File: src/rtl/grant_lock_arbiter_pkg.sv
// Shared definitions for the two-input grant arbiter: field widths, builtin
// grant type codes, the default burst length and the multi-beat classifier.
package grant_lock_arbiter_pkg;

    localparam int unsigned SRC_W         = 2;
    localparam int unsigned DST_W         = 2;
    localparam int unsigned ADDR_BEAT_W   = 3;
    localparam int unsigned CXID_W        = 1;
    localparam int unsigned MXID_W        = 2;
    localparam int unsigned GTYPE_W       = 4;
    localparam int unsigned DATA_W        = 64;
    localparam int unsigned NB_MASK_W     = 16;
    localparam int unsigned DEFAULT_BEATS = 8;

    localparam logic [GTYPE_W-1:0] VOLUNTARY_ACK       = GTYPE_W'(0);
    localparam logic [GTYPE_W-1:0] PREFETCH_ACK        = GTYPE_W'(1);
    localparam logic [GTYPE_W-1:0] PUT_ACK             = GTYPE_W'(2);
    localparam logic [GTYPE_W-1:0] GET_DATA_BEAT_ACK   = GTYPE_W'(3);
    localparam logic [GTYPE_W-1:0] GET_DATA_BLOCK_ACK  = GTYPE_W'(4);

    typedef struct packed {
        logic [SRC_W-1:0]       header_src;
        logic [DST_W-1:0]       header_dst;
        logic [ADDR_BEAT_W-1:0] addr_beat;
        logic [CXID_W-1:0]      client_xact_id;
        logic [MXID_W-1:0]      manager_xact_id;
        logic                   is_builtin_type;
        logic [GTYPE_W-1:0]     g_type;
        logic [DATA_W-1:0]      data;
    } grant_t;

    // Builtin grants carry a block only for GetDataBlockAck; others use the mask.
    function automatic logic is_multi_beat(input grant_t g, input logic [NB_MASK_W-1:0] nb_mask);
        return g.is_builtin_type ? (g.g_type == GET_DATA_BLOCK_ACK) : nb_mask[g.g_type];
    endfunction

endpackage

File: src/rtl/grant_beat_counter.sv
// Lock and beat-count state: holds the output on one requester for the
// duration of a multi-beat grant, counting beats by handshake only.
module grant_beat_counter #(
    parameter int unsigned BEATS = 8
) (
    input  logic clk,
    input  logic rst_n,
    input  logic i_fire,
    input  logic i_is_multi,
    input  logic i_chosen,
    output logic o_locked,
    output logic o_lock_idx,
    output logic o_last_c
);

    localparam int unsigned CNT_W = (BEATS > 1) ? $clog2(BEATS) : 1;
    localparam logic [CNT_W-1:0] LAST_CNT = CNT_W'(BEATS - 1);
    localparam bit MULTI_EN = (BEATS > 1);

    logic             r_locked;
    logic             r_lock_idx;
    logic [CNT_W-1:0] r_beat_cnt;
    logic             w_locked_nxt;
    logic             w_lock_idx_nxt;
    logic [CNT_W-1:0] w_beat_cnt_nxt;

    // Next-state: open a lock on the first beat of a block, close it on the last.
    always_comb begin
        w_locked_nxt   = r_locked;
        w_lock_idx_nxt = r_lock_idx;
        w_beat_cnt_nxt = r_beat_cnt;
        if (i_fire) begin
            if (r_locked) begin
                if (r_beat_cnt == LAST_CNT) begin
                    w_locked_nxt   = 1'b0;
                    w_beat_cnt_nxt = '0;
                end else begin
                    w_beat_cnt_nxt = r_beat_cnt + CNT_W'(1);
                end
            end else if (i_is_multi && MULTI_EN) begin
                w_locked_nxt   = 1'b1;
                w_lock_idx_nxt = i_chosen;
                w_beat_cnt_nxt = CNT_W'(1);
            end
        end
    end

    always_ff @(posedge clk or negedge rst_n) begin
        if (!rst_n) begin
            r_locked   <= 1'b0;
            r_lock_idx <= 1'b0;
            r_beat_cnt <= '0;
        end else begin
            r_locked   <= w_locked_nxt;
            r_lock_idx <= w_lock_idx_nxt;
            r_beat_cnt <= w_beat_cnt_nxt;
        end
    end

    assign o_locked   = r_locked;
    assign o_lock_idx = r_lock_idx;
    assign o_last_c   = r_locked && (r_beat_cnt == LAST_CNT);

endmodule

File: src/rtl/grant_lock_arbiter.sv
// Two-input round-robin grant arbiter that stays on one requester for the
// whole of a multi-beat grant; selection and data muxing live here.
module grant_lock_arbiter
    import grant_lock_arbiter_pkg::*;
#(
    parameter int unsigned            BEATS        = DEFAULT_BEATS,
    parameter logic [NB_MASK_W-1:0]   NB_DATA_MASK = 16'h0000
) (
    input  logic                   clk,
    input  logic                   reset,

    input  logic                   io_in_0_valid,
    output logic                   io_in_0_ready,
    input  logic [SRC_W-1:0]       io_in_0_bits_header_src,
    input  logic [DST_W-1:0]       io_in_0_bits_header_dst,
    input  logic [ADDR_BEAT_W-1:0] io_in_0_bits_payload_addr_beat,
    input  logic [CXID_W-1:0]      io_in_0_bits_payload_client_xact_id,
    input  logic [MXID_W-1:0]      io_in_0_bits_payload_manager_xact_id,
    input  logic                   io_in_0_bits_payload_is_builtin_type,
    input  logic [GTYPE_W-1:0]     io_in_0_bits_payload_g_type,
    input  logic [DATA_W-1:0]      io_in_0_bits_payload_data,

    input  logic                   io_in_1_valid,
    output logic                   io_in_1_ready,
    input  logic [SRC_W-1:0]       io_in_1_bits_header_src,
    input  logic [DST_W-1:0]       io_in_1_bits_header_dst,
    input  logic [ADDR_BEAT_W-1:0] io_in_1_bits_payload_addr_beat,
    input  logic [CXID_W-1:0]      io_in_1_bits_payload_client_xact_id,
    input  logic [MXID_W-1:0]      io_in_1_bits_payload_manager_xact_id,
    input  logic                   io_in_1_bits_payload_is_builtin_type,
    input  logic [GTYPE_W-1:0]     io_in_1_bits_payload_g_type,
    input  logic [DATA_W-1:0]      io_in_1_bits_payload_data,

    output logic                   io_out_valid,
    input  logic                   io_out_ready,
    output logic [SRC_W-1:0]       io_out_bits_header_src,
    output logic [DST_W-1:0]       io_out_bits_header_dst,
    output logic [ADDR_BEAT_W-1:0] io_out_bits_payload_addr_beat,
    output logic [CXID_W-1:0]      io_out_bits_payload_client_xact_id,
    output logic [MXID_W-1:0]      io_out_bits_payload_manager_xact_id,
    output logic                   io_out_bits_payload_is_builtin_type,
    output logic [GTYPE_W-1:0]     io_out_bits_payload_g_type,
    output logic [DATA_W-1:0]      io_out_bits_payload_data,

    output logic                   io_chosen,
    output logic                   io_locked
);

    localparam bit MULTI_EN = (BEATS > 1);

    grant_t w_in0;
    grant_t w_in1;
    grant_t w_out;
    logic   r_rr_ptr;
    logic   w_chosen;
    logic   w_out_valid;
    logic   w_fire;
    logic   w_is_multi;
    logic   w_msg_done;
    logic   w_locked;
    logic   w_lock_idx;
    logic   w_last;

    assign w_in0 = {io_in_0_bits_header_src, io_in_0_bits_header_dst,
                    io_in_0_bits_payload_addr_beat, io_in_0_bits_payload_client_xact_id,
                    io_in_0_bits_payload_manager_xact_id, io_in_0_bits_payload_is_builtin_type,
                    io_in_0_bits_payload_g_type, io_in_0_bits_payload_data};
    assign w_in1 = {io_in_1_bits_header_src, io_in_1_bits_header_dst,
                    io_in_1_bits_payload_addr_beat, io_in_1_bits_payload_client_xact_id,
                    io_in_1_bits_payload_manager_xact_id, io_in_1_bits_payload_is_builtin_type,
                    io_in_1_bits_payload_g_type, io_in_1_bits_payload_data};

    // A lone valid requester wins outright; ties and idle cycles follow rr_ptr.
    always_comb begin
        w_chosen = r_rr_ptr;
        if (w_locked) begin
            w_chosen = w_lock_idx;
        end else if (io_in_0_valid ^ io_in_1_valid) begin
            w_chosen = io_in_1_valid;
        end
    end

    assign w_out       = w_chosen ? w_in1 : w_in0;
    assign w_out_valid = w_chosen ? io_in_1_valid : io_in_0_valid;
    assign w_fire      = w_out_valid && io_out_ready;
    assign w_is_multi  = is_multi_beat(w_out, NB_DATA_MASK);
    assign w_msg_done  = w_fire && (w_locked ? w_last : !(w_is_multi && MULTI_EN));

    grant_beat_counter #(
        .BEATS (BEATS)
    ) u_beat_counter (
        .clk        (clk),
        .rst_n      (reset),
        .i_fire     (w_fire),
        .i_is_multi (w_is_multi),
        .i_chosen   (w_chosen),
        .o_locked   (w_locked),
        .o_lock_idx (w_lock_idx),
        .o_last_c   (w_last)
    );

    always_ff @(posedge clk or negedge reset) begin
        if (!reset) begin
            r_rr_ptr <= 1'b0;
        end else if (w_msg_done) begin
            r_rr_ptr <= ~w_chosen;
        end
    end

    assign io_in_0_ready = io_out_ready && !w_chosen && (!w_locked || !w_lock_idx);
    assign io_in_1_ready = io_out_ready &&  w_chosen && (!w_locked ||  w_lock_idx);
    assign io_out_valid  = w_out_valid;
    assign io_chosen     = w_chosen;
    assign io_locked     = w_locked;

    assign io_out_bits_header_src              = w_out.header_src;
    assign io_out_bits_header_dst              = w_out.header_dst;
    assign io_out_bits_payload_addr_beat       = w_out.addr_beat;
    assign io_out_bits_payload_client_xact_id  = w_out.client_xact_id;
    assign io_out_bits_payload_manager_xact_id = w_out.manager_xact_id;
    assign io_out_bits_payload_is_builtin_type = w_out.is_builtin_type;
    assign io_out_bits_payload_g_type          = w_out.g_type;
    assign io_out_bits_payload_data            = w_out.data;

endmodule

File: config.mk
export PLATFORM = sky130hd
export DESIGN_NAME = grant_lock_arbiter
export DESIGN_NICKNAME = d
export VERILOG_FILES = /design/src/rtl/grant_lock_arbiter_pkg.sv /design/src/rtl/grant_beat_counter.sv /design/src/rtl/grant_lock_arbiter.sv
export SDC_FILE = /design/constraint.sdc
export NUM_CORES = 1
export LEC_CHECK = 0
export BUFFER_PORTS_ARGS = -buffer_cell sky130_fd_sc_hd__buf_2
export CORE_AREA = 2 2 97 99
export DETAILED_ROUTE_END_ITERATION = 16
export DIE_AREA = 0 0 99 101
export SLEW_MARGIN = 40
export SYNTH_ARGS = -nofsm -noshare
export SYNTH_HDL_FRONTEND = slang
export SYNTH_HIERARCHICAL = 1
export SYNTH_SLANG_ARGS = --single-unit
File: constraint.sdc
create_clock -name clk -period 3.3 [get_ports clk]
set_input_delay 0.495 -clock clk [delete_from_list [all_inputs] [get_ports clk]]
set_output_delay 0.495 -clock clk [all_outputs]
set_load 0.02 [all_outputs]
-- Yosys cells after proc, flatten, opt, wreduce, memory -nomap -nowiden
Memory sizes are Yosys's and may differ from the RTL's.
Index checks and enable logic that the tools add are counted.
- memories kept: 1
- logic and storage cells: 41
- bits in registers: 6
- bits in read-only memories: 16
- $lt $le $gt $ge: 1
- reductions and logical operators: 16
- equality and inequality tests: 2
- multiplexer cells: 13
- $add $sub $neg: 1
- bitwise operators: 3
- memories (memory ; depth ; bits a word ; rd ports ; clocked after memory_dff ; write ports ; RTL line ; RTL):
    (name not given) ; 16 ; 1 ; 1 ; 0 ; 0 ; grant_lock_arbiter_pkg.sv:34 ; return g.is_builtin_type ? (g.g_type == GET_DATA_BLOCK_ACK) : nb_mask[g.g_type];
- operators with widths (cell ; count):
    79-bit 2-to-1 mux ; 1
    1-bit 2-to-1 mux ; 9
    3-bit 2-to-1 mux ; 3
    1-bit logical AND ; 7
    4-bit by 5-bit < comparator with 1-bit output, second input constant ; 1
    4-bit by 3-bit equality test with 1-bit output, second input constant ; 1
    1-bit logical NOT ; 4
    3-bit by 1-bit adder with 3-bit output, second input constant ; 1
    3-bit equality test, second input constant ; 1
    3-bit AND reduction ; 1
    1-bit logical OR ; 2
    1-bit inverter ; 2
    2-bit AND reduction ; 1
    2-bit nonzero test ; 1
    1-bit XOR ; 1

-- Depth between registers and ports, before layout
Gate-level depths: netlist (run 1).
- depth after elaboration: 10
- gate-level depth with buffers: 9
- gate-level depth less buffers: 7

-- Cells and area by module
Netlist (run 1), hierarchy kept.
- by module, submodules not included (module ; area each (µm²) ; sequential area each (µm²) ; times used ; cells each):
    grant_lock_arbiter ; 1201.2 ; 25.0 ; 1 ; 288
    grant_beat_counter ; 239.0 ; 125.1 ; 1 ; 18

-- Least setup slack after synthesis (run 1)
OpenSTA, ideal clock, no wires.
- path type: register to output
- start point: register u_beat_counter.r_locked, in the netlist u_beat_counter/o_locked
- end point: output port io_out_bits_header_dst[0]
- data required time: 2805 ps
- arrival time: 1549 ps
- path buffers: 2
- setup slack: 1256 ps
- stages on the path, launching flop included: 7
- path through: dfrtp_1 > o31a_1 > buf_6 > inv_4 > buf_2 > nand2_1 > nand2_1
- word-level cells in the longest chain between the ends: 2
- RTL lines (element ; RTL line ; RTL):
    from (decl) ; grant_beat_counter.sv:20 ; logic r_locked;
    from (signal assigned) ; grant_beat_counter.sv:54 ; r_locked <= w_locked_nxt;
    1-bit 2-to-1 mux ; grant_lock_arbiter.sv:76 ; if (w_locked) begin
    named net io_chosen ; grant_lock_arbiter.sv:45 ; output logic io_chosen,
    79-bit 2-to-1 mux ; grant_lock_arbiter.sv:83 ; assign w_out = w_chosen ? w_in1 : w_in0;
    to (decl) ; grant_lock_arbiter.sv:37 ; output logic [DST_W-1:0] io_out_bits_header_dst,
The timed path passes the listed nets, and every way through them passes these cells.

-- Final worst setup path (run 1)
- start point: register u_beat_counter.r_locked, in the netlist u_beat_counter/o_locked
- end point: output port io_out_bits_payload_data[29]
- word-level cells in the longest chain between the ends: 2
- RTL lines (element ; RTL line ; RTL):
    1-bit 2-to-1 mux ; grant_lock_arbiter.sv:76 ;
    79-bit 2-to-1 mux ; grant_lock_arbiter.sv:83 ;
    to (decl) ; grant_lock_arbiter.sv:43 ; output logic [DATA_W-1:0] io_out_bits_payload_data,
No other way between the ends.

==> impl_metrics.csv, run 1 <==
group,metric,value,unit
outcome,status,"complete, no violations",
route,routed_wl,7190,um
global_route,grt_pass1_wl,10300,um
cells_and_area,final_area,0.00276,sq mm
worst_setup_path,ff2ff_path_depth,6,
timing,slew_headroom,66.5,%
global_route,antenna_found_initial,0,
clocking,max-clock-path-buffers,2,
cells_and_area,final_common_cell,"buf_2",
clocking,ctsHoldBuffers,0,
worst_setup_path,critical_path.top_delay_family,"buffers and inverters",
timing,skew,0.554,ps
worst_setup_path,cp_common_cell,"nand2_1",
worst_setup_path,critPathMaxFanout,46,
cells_and_area,synthToLayoutAreaGrowth,91.8,%
timing,layout_min_cycle_time,2640,ps
place,place_congestion,0.834,
clocking,root_buffer,"clkbuf_8",
global_route,grt_usage,12.3,%
clocking,cts_tree,"yes",
cells_and_area,layout-drive-gt1-share,47.6,%
yosys,syn_nets,471,
clocking,htreeDepth,1,
hold_path,min_path_type,"primary input to asynchronous set/reset pin",
worst_setup_path,crit_cells,6,
clocking,clk_latency,220,ps
cells_and_area,post-route-util,30.8,%
timing,finalSetupViolCount,0,
timing,rsz0062_at_grt,"false",
place,place_area,0.00272,sq mm
timing,drv_slew,0,
cells_and_area,final_nets,707,
worst_setup_path,worstPathArrival,2150,ps
worst_setup_path,cp.required,2800,ps
worst_setup_path,crit_chain,"o31a_2 > inv_4 > buf_12 > nand2_1 > nand2_1 > buf_2",
route,drc,0,
yosys,ys_seq_area_share,10.4,%
worst_setup_path,worstSetupPathType,"flop to output pin",
clocking,clkSinkCount,6,
floorplanning,die_h,101,um
timing,worstMarginPinSlew,500,ps
power_and_ir_drop,power_density,876,mW/mm^2
floorplanning,die-area,0.0100,sq mm
floorplanning,ioPinCount,247,
yosys,synthTopCellsByArea,"nand2_1, dfrtp_1, buf_6",
yosys,synth.distinct_cells,27,
worst_setup_path,crit_slowest_cell,"dfrtp_1",
timing,final_hold_viol_count,0,
timing,setup_tns,0,ps
clocking,cts.repair.resized,0,
worst_setup_path,worst-path-buf-inv,3,
worst_setup_path,critical_path.max_stage_delay,530,ps
clocking,post-cts-setup-buffers,0,
yosys,syn_area_per_cell,4.71,sq um
timing,max_freq,379,MHz
job,timing.max_cap.violations,0,
route,dr.pass1.iters,4,
floorplanning,die_x,99,um
power_and_ir_drop,peakVddDrop,375,uV
floorplanning,fp-row-count,35,
cells_and_area,mostFrequentLayoutCells,"buf_2, nand2_1, dfrtp_1",
yosys,synthesis.instances,306,
global_route,grt_pass1_vias,2300,
clocking,cts.clk_slew.worst_paths,40,ps
place,io_buffers,246,
yosys,yosys.area.top_type_share,63.6,%
cells_and_area,diodes,0,
route,viasPerCell,4.13,
yosys,ys_warn_count,6,
floorplanning,start_util,16.0,%
yosys,yosys_register_bits,6,
global_route,grt_max_degree,47,
floorplanning,core,0.00898,sq mm
clocking,numCtsBuffers,3,
route,vias,2687,
power_and_ir_drop,p_leak,1.91,nW
route,wl_per_cell,11.0,um
place,hpwl,6010,um
route,drt_iter0_drc,97,
global_route,grt.overflow.total,0,
worst_setup_path,critical_path.endpoint_type,"output pin",
route,ant_nets,0,
timing,fin_crit_sh,80.0,%
yosys,synth_area_leader_cell,"nand2_1",
worst_setup_path,cp-start-kind,"flop",
yosys,syn_area,0.00144,sq mm
[report_power, final]
part	switching (W)	internal, W	total [W]
sequential	0.0000487	0.000108	0.000157
combinational	0.00145	0.000705	0.00215
clock	0.0000317	0.0000784	0.000110
[area by class of cell]
cell class                 count  area (sq um)
fill                        1017          6210
timing repair buffer         249          1270
multi-input combinational    277          1140
sequential                     6           150
tap                          111           139
clock buffer                   3          41.3
inverter                       5          21.3
[cell usage after synthesis]
| library cell | count |
|---|---|
| mux2_4 | 1 |
| nand3_1 | 1 |
| nor3_1 | 3 |
| nand4_1 | 2 |
| nand2_1 | 244 |
| o21ai_0 | 3 |
| buf_2 | 4 |
| o22ai_1 | 1 |
| a22oi_1 | 1 |
| o31a_1 | 1 |
| and2_2 | 1 |
| a21boi_1 | 1 |
| dfrtp_1 | 6 |
| a31oi_1 | 1 |
| clkbuf_1 | 7 |
| a32o_1 | 2 |
| ha_1 | 2 |
| mux2_2 | 1 |
| inv_1 | 4 |
| nand3b_1 | 1 |
| nor2_1 | 4 |
| o31ai_1 | 1 |
| a2bb2oi_1 | 1 |
| nand2b_1 | 1 |
| inv_4 | 1 |
| buf_6 | 7 |
| a21oi_1 | 4 |
[worst paths after layout]
path	startpoint	end	slack, ps
min	reset	u_beat_counter/r_beat_cnt[1]$_DFFE_PN0P_	90
max reg2reg	u_beat_counter/o_locked$_DFFE_PN0P_	u_beat_counter/r_beat_cnt[1]$_DFFE_PN0P_	1090
max	u_beat_counter/o_locked$_DFFE_PN0P_	io_out_bits_payload_data[29]	660
min reg2reg	u_beat_counter/r_beat_cnt[1]$_DFFE_PN0P_	u_beat_counter/r_beat_cnt[1]$_DFFE_PN0P_	500
min in group clk	u_beat_counter/r_beat_cnt[1]$_DFFE_PN0P_	u_beat_counter/r_beat_cnt[1]$_DFFE_PN0P_	500
max in group asynchronous	reset	u_beat_counter/r_beat_cnt[0]$_DFFE_PN0P_	3060
[registers in the layout, indices dropped and copies added (netlist names)]
register,flops
r_rr_ptr,1
u_beat_counter/o_lock_idx,1
u_beat_counter/o_locked,1
u_beat_counter/r_beat_cnt,3
[kinds of logic after synthesis]
group,count (synthesis),synth area share (%)
fa+ha+maj,2,1.74
buf+inv,23,10.2
mux,2,1.82
flops,6,10.4
simple gates,257,68.4
compound gates,16,7.47
[through the flow]
step	cells	power (W)	setup slack (ps)	hold slack, ps
after floorplan	306	0.00168	1260	199
after global placement	648	0.00232	780	324
after detailed placement	648	0.00233	760	328
after CTS	651	0.00245	629	90.8
after global routing	651	0.00265	486	100
final	651	0.00242	659	92.8
[metal layers]
layer  share of wire, %  vias up  track usage [%]
li1                   -     1404                -
met1                 40     1140             15.9
met2                 51      141             22.3
met3                8.6        2             1.25
met4               0.47        0             2.21
met5                  0        -                0
Power figures use the tool's default switching activity.
==> run 2: changes to the inputs <==
- clock period: 3.3 -> 2.6 ns (I/O delays scaled with it)
==> impl_metrics.csv, run 2 (synthesized netlist as in run 1, its figures left out) <==
group,metric,value,unit
clocking,cts.clk_slew.worst_paths,30,ps
floorplanning,start_util,16.0,%
worst_setup_path,worstSetupPathType,"flop to output pin",
timing,timing.hold.ws,500,ps
clocking,clkSinkCount,6,
clocking,cts_tree,"yes",
route,wl_per_cell,10.6,um
route,drt_iter0_drc,82,
power_and_ir_drop,power_frac_clock,4.4,%
place,place_congestion,0.840,
floorplanning,ioPinCount,247,
timing,fin_crit_sh,86.3,%
cells_and_area,final_common_cell,"buf_2",
hold_path,min_path_type,"flop to flop",
worst_setup_path,cp_common_cell,"nand2_1",
clocking,root_buffer,"clkbuf_8",
job,timing.max_cap.violations,0,
timing,max_freq,446,MHz
power_and_ir_drop,p_sw,0.00194,W
place,place_area,0.00274,sq mm
outcome,status,"complete, no violations",
timing,setup_tns,0,ps
worst_setup_path,critPathMaxFanout,44,
global_route,grt_pass1_wl,9870,um
cells_and_area,multi_input_area,0.00114,sq mm
global_route,grt_max_degree,48,
route,dr.pass1.iters,4,
global_route,antenna_found_initial,0,
cells_and_area,final_area,0.00279,sq mm
floorplanning,die-area,0.0100,sq mm
worst_setup_path,critical_path.max_stage_delay,510,ps
cells_and_area,mostFrequentLayoutCells,"buf_2, nand2_1, dfrtp_1",
worst_setup_path,crit_slowest_cell,"dfrtp_1",
timing,finalSetupViolCount,0,
cells_and_area,regMostFlops,"u_beat_counter/r_beat_cnt",
timing,layout_min_cycle_time,2240,ps
power_and_ir_drop,power_density,1110,mW/mm^2
floorplanning,fp-row-count,35,
route,drc,0,
power_and_ir_drop,p_int,0.00117,W
route,vias,2654,
route,viasPerCell,4.06,
clocking,max-clock-path-buffers,2,
global_route,grt_pass1_vias,2164,
floorplanning,die_x,99,um
power_and_ir_drop,peakVddDrop,506,uV
timing,final_hold_viol_count,0,
cells_and_area,diodes,0,
worst_setup_path,critical_path.endpoint_type,"output pin",
route,routed_wl,6940,um
power_and_ir_drop,p_seq_share,6.2,%
worst_setup_path,cp-start-kind,"flop",
timing,slew_headroom,70.8,%
clocking,clk_latency,220,ps
global_route,grt_usage,11.6,%
power_and_ir_drop,p_leak,1.92,nW
route,ant_nets,0,
cells_and_area,register_area,150,sq um
floorplanning,core,0.00898,sq mm
timing,drv_slew,0,
cells_and_area,synthToLayoutAreaGrowth,93.9,%
place,hpwl,5950,um
power_and_ir_drop,p_total,0.00311,W
power_and_ir_drop,pwr-share-comb,89.4,%
power_and_ir_drop,switching_share,62.4,%
cells_and_area,fillers,1009,
floorplanning,die_h,101,um
worst_setup_path,crit_chain,"nand2_1 > o31a_2 > buf_4 > nand2_1 > nand2_1 > buf_2",
worst_setup_path,cp.required,2210,ps
cells_and_area,layout-drive-gt1-share,47.6,%
clocking,htreeDepth,1,
place,io_buffers,246,
cells_and_area,final_nets,709,
worst_setup_path,worstPathArrival,1850,ps
clocking,numCtsBuffers,3,
global_route,grt.overflow.total,0,
timing,skew,3.02,ps
timing,worstMarginPinSlew,437,ps
cells_and_area,largest_register_ffs,3,
timing,rsz0062_at_grt,"false",
## run 2: cell types whose count changed in the layout (fill, tap and decap cells not counted), sizes merged
| cell | before | now |
|---|---|---|
| dlygate4sd3 | 0 | 1 |
| buf | 249 | 250 |
## run 2: final timing paths
kind,start,endpoint,slack (ps),depth (start not counted)
setup / recovery,u_beat_counter/o_locked$_DFFE_PN0P_,io_out_bits_payload_data[61],360,6
hold / removal,u_beat_counter/r_beat_cnt[2]$_DFFE_PN0P_,u_beat_counter/r_beat_cnt[2]$_DFFE_PN0P_,500,1
setup reg to reg,u_beat_counter/o_locked$_DFFE_PN0P_,u_beat_counter/o_lock_idx$_DFFE_PN0P_,520,7
hold reg to reg,u_beat_counter/r_beat_cnt[2]$_DFFE_PN0P_,u_beat_counter/r_beat_cnt[2]$_DFFE_PN0P_,500,1
max in group asynchronous,reset,u_beat_counter/o_locked$_DFFE_PN0P_,1940,2
min in group asynchronous,reset,u_beat_counter/r_beat_cnt[0]$_DFFE_PN0P_,520,2
## run 2: metrics by stage
step / instances / util, % / setup WS (ps)
finish: 653 / 31.1 / 357
global route: 653 / 31.1 / 233
CTS: 653 / 31.1 / 365
detailed placement: 649 / 30.5 / 493
global placement: 649 / 30.5 / 505
floorplan: 306 / - / 649
## run 2: area by class of cell
class	count	area share, %
clock buffer	3	1.48
sequential	6	5.38
timing repair buffer	251	46.4
inverter	5	0.762
tap	111	4.97
multi-input combinational	277	41.0
## run 2: power by group through the flow
| stage | Combinational [W] | Sequential [W] | Clock [W] |
|---|---|---|---|
| finish | 0.00278 | 0.000193 | 0.000137 |
| global route | 0.00304 | 0.000201 | 0.000149 |
| CTS | 0.00280 | 0.000193 | 0.000143 |
| detailed placement | 0.00279 | 0.000194 | 0 |
| global placement | 0.00278 | 0.000191 | 0 |
| floorplan | 0.00194 | 0.000190 | 0 |
## run 2: worst max-delay path: cells and delay by family, from the launching register on
family | cells | cell delay (ps)
AO/OA/AOI/OAI | 1 | 200
buffers and inverters | 2 | 550
flip-flops | 1 | 510
AND/OR/NAND/NOR | 3 | 350
## run 2: what timing repair did
action                    4_1_cts  5_1_grt
resized for setup               0        0
hold buffers                    1        0
buffers inserted                0        0
hold endpoints to repair        6        0
## run 2: layer usage
metal / GRT usage (%) / share of wire (%)
met2: 21.4 / 51
met3: 1.66 / 8.8
met1: 14.7 / 40
met5: 0 / 0
met4: 1.48 / 0
==> run 3: changes to the inputs <==
- ABC_CLOCK_PERIOD_IN_PS: not set -> 2100
- clock period: 2.6 -> 2.1 ns (I/O delays scaled with it)
==> impl_metrics.csv, run 3 (synthesized netlist as in run 1, its figures left out) <==
group,metric,value,unit
outcome,status,"complete, no violations",
global_route,antenna_found_initial,1,
cells_and_area,multi_input_area,0.00114,sq mm
clocking,htreeDepth,1,
cells_and_area,register_area,150,sq um
timing,max_freq,500,MHz
route,viasPerCell,4.16,
clocking,clkSinkCount,6,
worst_setup_path,ff2ff_path_depth,7,
cells_and_area,largest_register_ffs,3,
power_and_ir_drop,power_frac_clock,4.3,%
global_route,grt_max_degree,46,
clocking,numCtsBuffers,3,
cells_and_area,fillers,1024,
job,timing.max_cap.violations,0,
route,wl_met3,591,um
timing,setup_tns,0,ps
timing,worstMarginPinSlew,409,ps
timing,skew,0.872,ps
hold_path,min_path_type,"primary input to asynchronous set/reset pin",
power_and_ir_drop,power_density,1400,mW/mm^2
cells_and_area,final_common_cell,"nand2_1",
route,dr.pass1.iters,4,
route,drc,0,
route,ant_nets,0,
route,vias,2722,
power_and_ir_drop,p_leak,1.94,nW
place,hpwl,6120,um
cells_and_area,layout-drive-gt1-share,47.7,%
place,place_congestion,0.884,
timing,rsz0062_at_grt,"true",
worst_setup_path,critical_path.endpoint_type,"output pin",
timing,slew_headroom,72.6,%
power_and_ir_drop,p_total,0.00396,W
route,routed_wl,7190,um
worst_setup_path,worstPathArrival,1680,ps
cells_and_area,synthToLayoutAreaGrowth,97.0,%
route,drt_iter0_drc,83,
power_and_ir_drop,p_seq_share,5.4,%
clocking,cts.clk_slew.worst_paths,40,ps
clocking,clk_latency,220,ps
floorplanning,ioPinCount,247,
clocking,max-clock-path-buffers,2,
worst_setup_path,cp.required,1780,ps
route,route.top_layer_used,"met4",
floorplanning,die-area,0.0100,sq mm
cells_and_area,final_nets,710,
power_and_ir_drop,p_sw,0.00244,W
route,wl_per_cell,11.0,um
timing,layout_min_cycle_time,2000,ps
floorplanning,start_util,16.0,%
floorplanning,core,0.00898,sq mm
global_route,grt_pass1_wl,10500,um
timing,finalSetupViolCount,0,
worst_setup_path,worstSetupPathType,"flop to output pin",
cells_and_area,regMostFlops,"u_beat_counter/r_beat_cnt",
timing,timing.hold.ws,449,ps
timing,final_hold_viol_count,0,
route,m1WireLength,2880,um
floorplanning,die_x,99,um
power_and_ir_drop,p_int,0.00153,W
cells_and_area,mostFrequentLayoutCells,"nand2_1, buf_2, buf_4",
power_and_ir_drop,switching_share,61.4,%
route,wl_met2,3680,um
clocking,cts_tree,"yes",
global_route,grt_pass1_vias,2401,
timing,drv_slew,0,
cells_and_area,final_area,0.00284,sq mm
global_route,grt_usage,12.5,%
floorplanning,fp-row-count,35,
power_and_ir_drop,peakVddDrop,775,uV
place,place_area,0.00276,sq mm
timing,fin_crit_sh,95.2,%
worst_setup_path,critPathMaxFanout,44,
worst_setup_path,cp-start-kind,"flop",
global_route,grt.overflow.total,0,
floorplanning,die_h,101,um
power_and_ir_drop,pwr-share-comb,90.3,%
place,io_buffers,246,
clocking,root_buffer,"clkbuf_8",
-- run 3: power groups by stage --
stage	clock (W)	sequential [W]	combinational [W]
4_1_cts	0.000175	0.000214	0.00358
3_5_place_dp	0	0.000215	0.00356
6_report	0.000169	0.000214	0.00358
2_1_floorplan	0	0.000235	0.00241
5_1_grt	0.000189	0.000225	0.00393
3_3_place_gp	0	0.000212	0.00352
-- run 3: worst paths after layout --
| path | start | endpoint | slack (ps) |
|---|---|---|---|
| worst max-delay path | r_rr_ptr$_DFFE_PN0P_ | io_out_bits_payload_data[29] | 100 |
| worst min-delay path | reset | u_beat_counter/r_beat_cnt[2]$_DFFE_PN0P_ | 450 |
| worst max register to register | r_rr_ptr$_DFFE_PN0P_ | u_beat_counter/r_beat_cnt[1]$_DFFE_PN0P_ | 340 |
| worst min register to register | u_beat_counter/r_beat_cnt[1]$_DFFE_PN0P_ | u_beat_counter/r_beat_cnt[1]$_DFFE_PN0P_ | 490 |
| max in group asynchronous | reset | r_rr_ptr$_DFFE_PN0P_ | 1510 |
| min in group clk | u_beat_counter/r_beat_cnt[1]$_DFFE_PN0P_ | u_beat_counter/r_beat_cnt[1]$_DFFE_PN0P_ | 490 |
-- run 3: per-layer routing --
layer  vias to the layer above  track usage (%)
li1                       1415                -
met5                         -                0
met3                         4             2.22
met1                      1182             14.9
met2                       121             23.7
met4                         0             1.90
-- run 3: through the flow --
stage               worst slack, ps  std cells  util (%)
floorplan                       149        306         -
global placement                218        650      30.8
detailed placement              196        650      30.8
CTS                            73.8        654      31.3
global route                  -21.5        654      31.6
finish                          101        655      31.6
-- run 3: what timing repair did --
| action | in CTS | in global routing |
|---|---|---|
| setup endpoints to repair | 0 | 31 |
| buffers inserted | 0 | 0 |
| resized for setup | 0 | 9 |
| endpoints found under the hold margin | 6 | 0 |
| hold buffers | 1 | 0 |
-- run 3: critical path: stages (launching register included) --
cell,delay [ps]
dfrtp_1,370
nor2_1,60
o31a_2,380
inv_4,110
buf_12,210
nand2_1,70
nand2_1,90
buf_2,170
-- run 3: area by class of cell --
class                   instances  area share [%]
diodes                          1          0.0882
clock buffers                   3            1.46
inverters                       5           0.750
multi-input cells             277            40.4
flip-flops and latches          6            5.29
well taps                     111            4.90
repair buffers                252            47.2
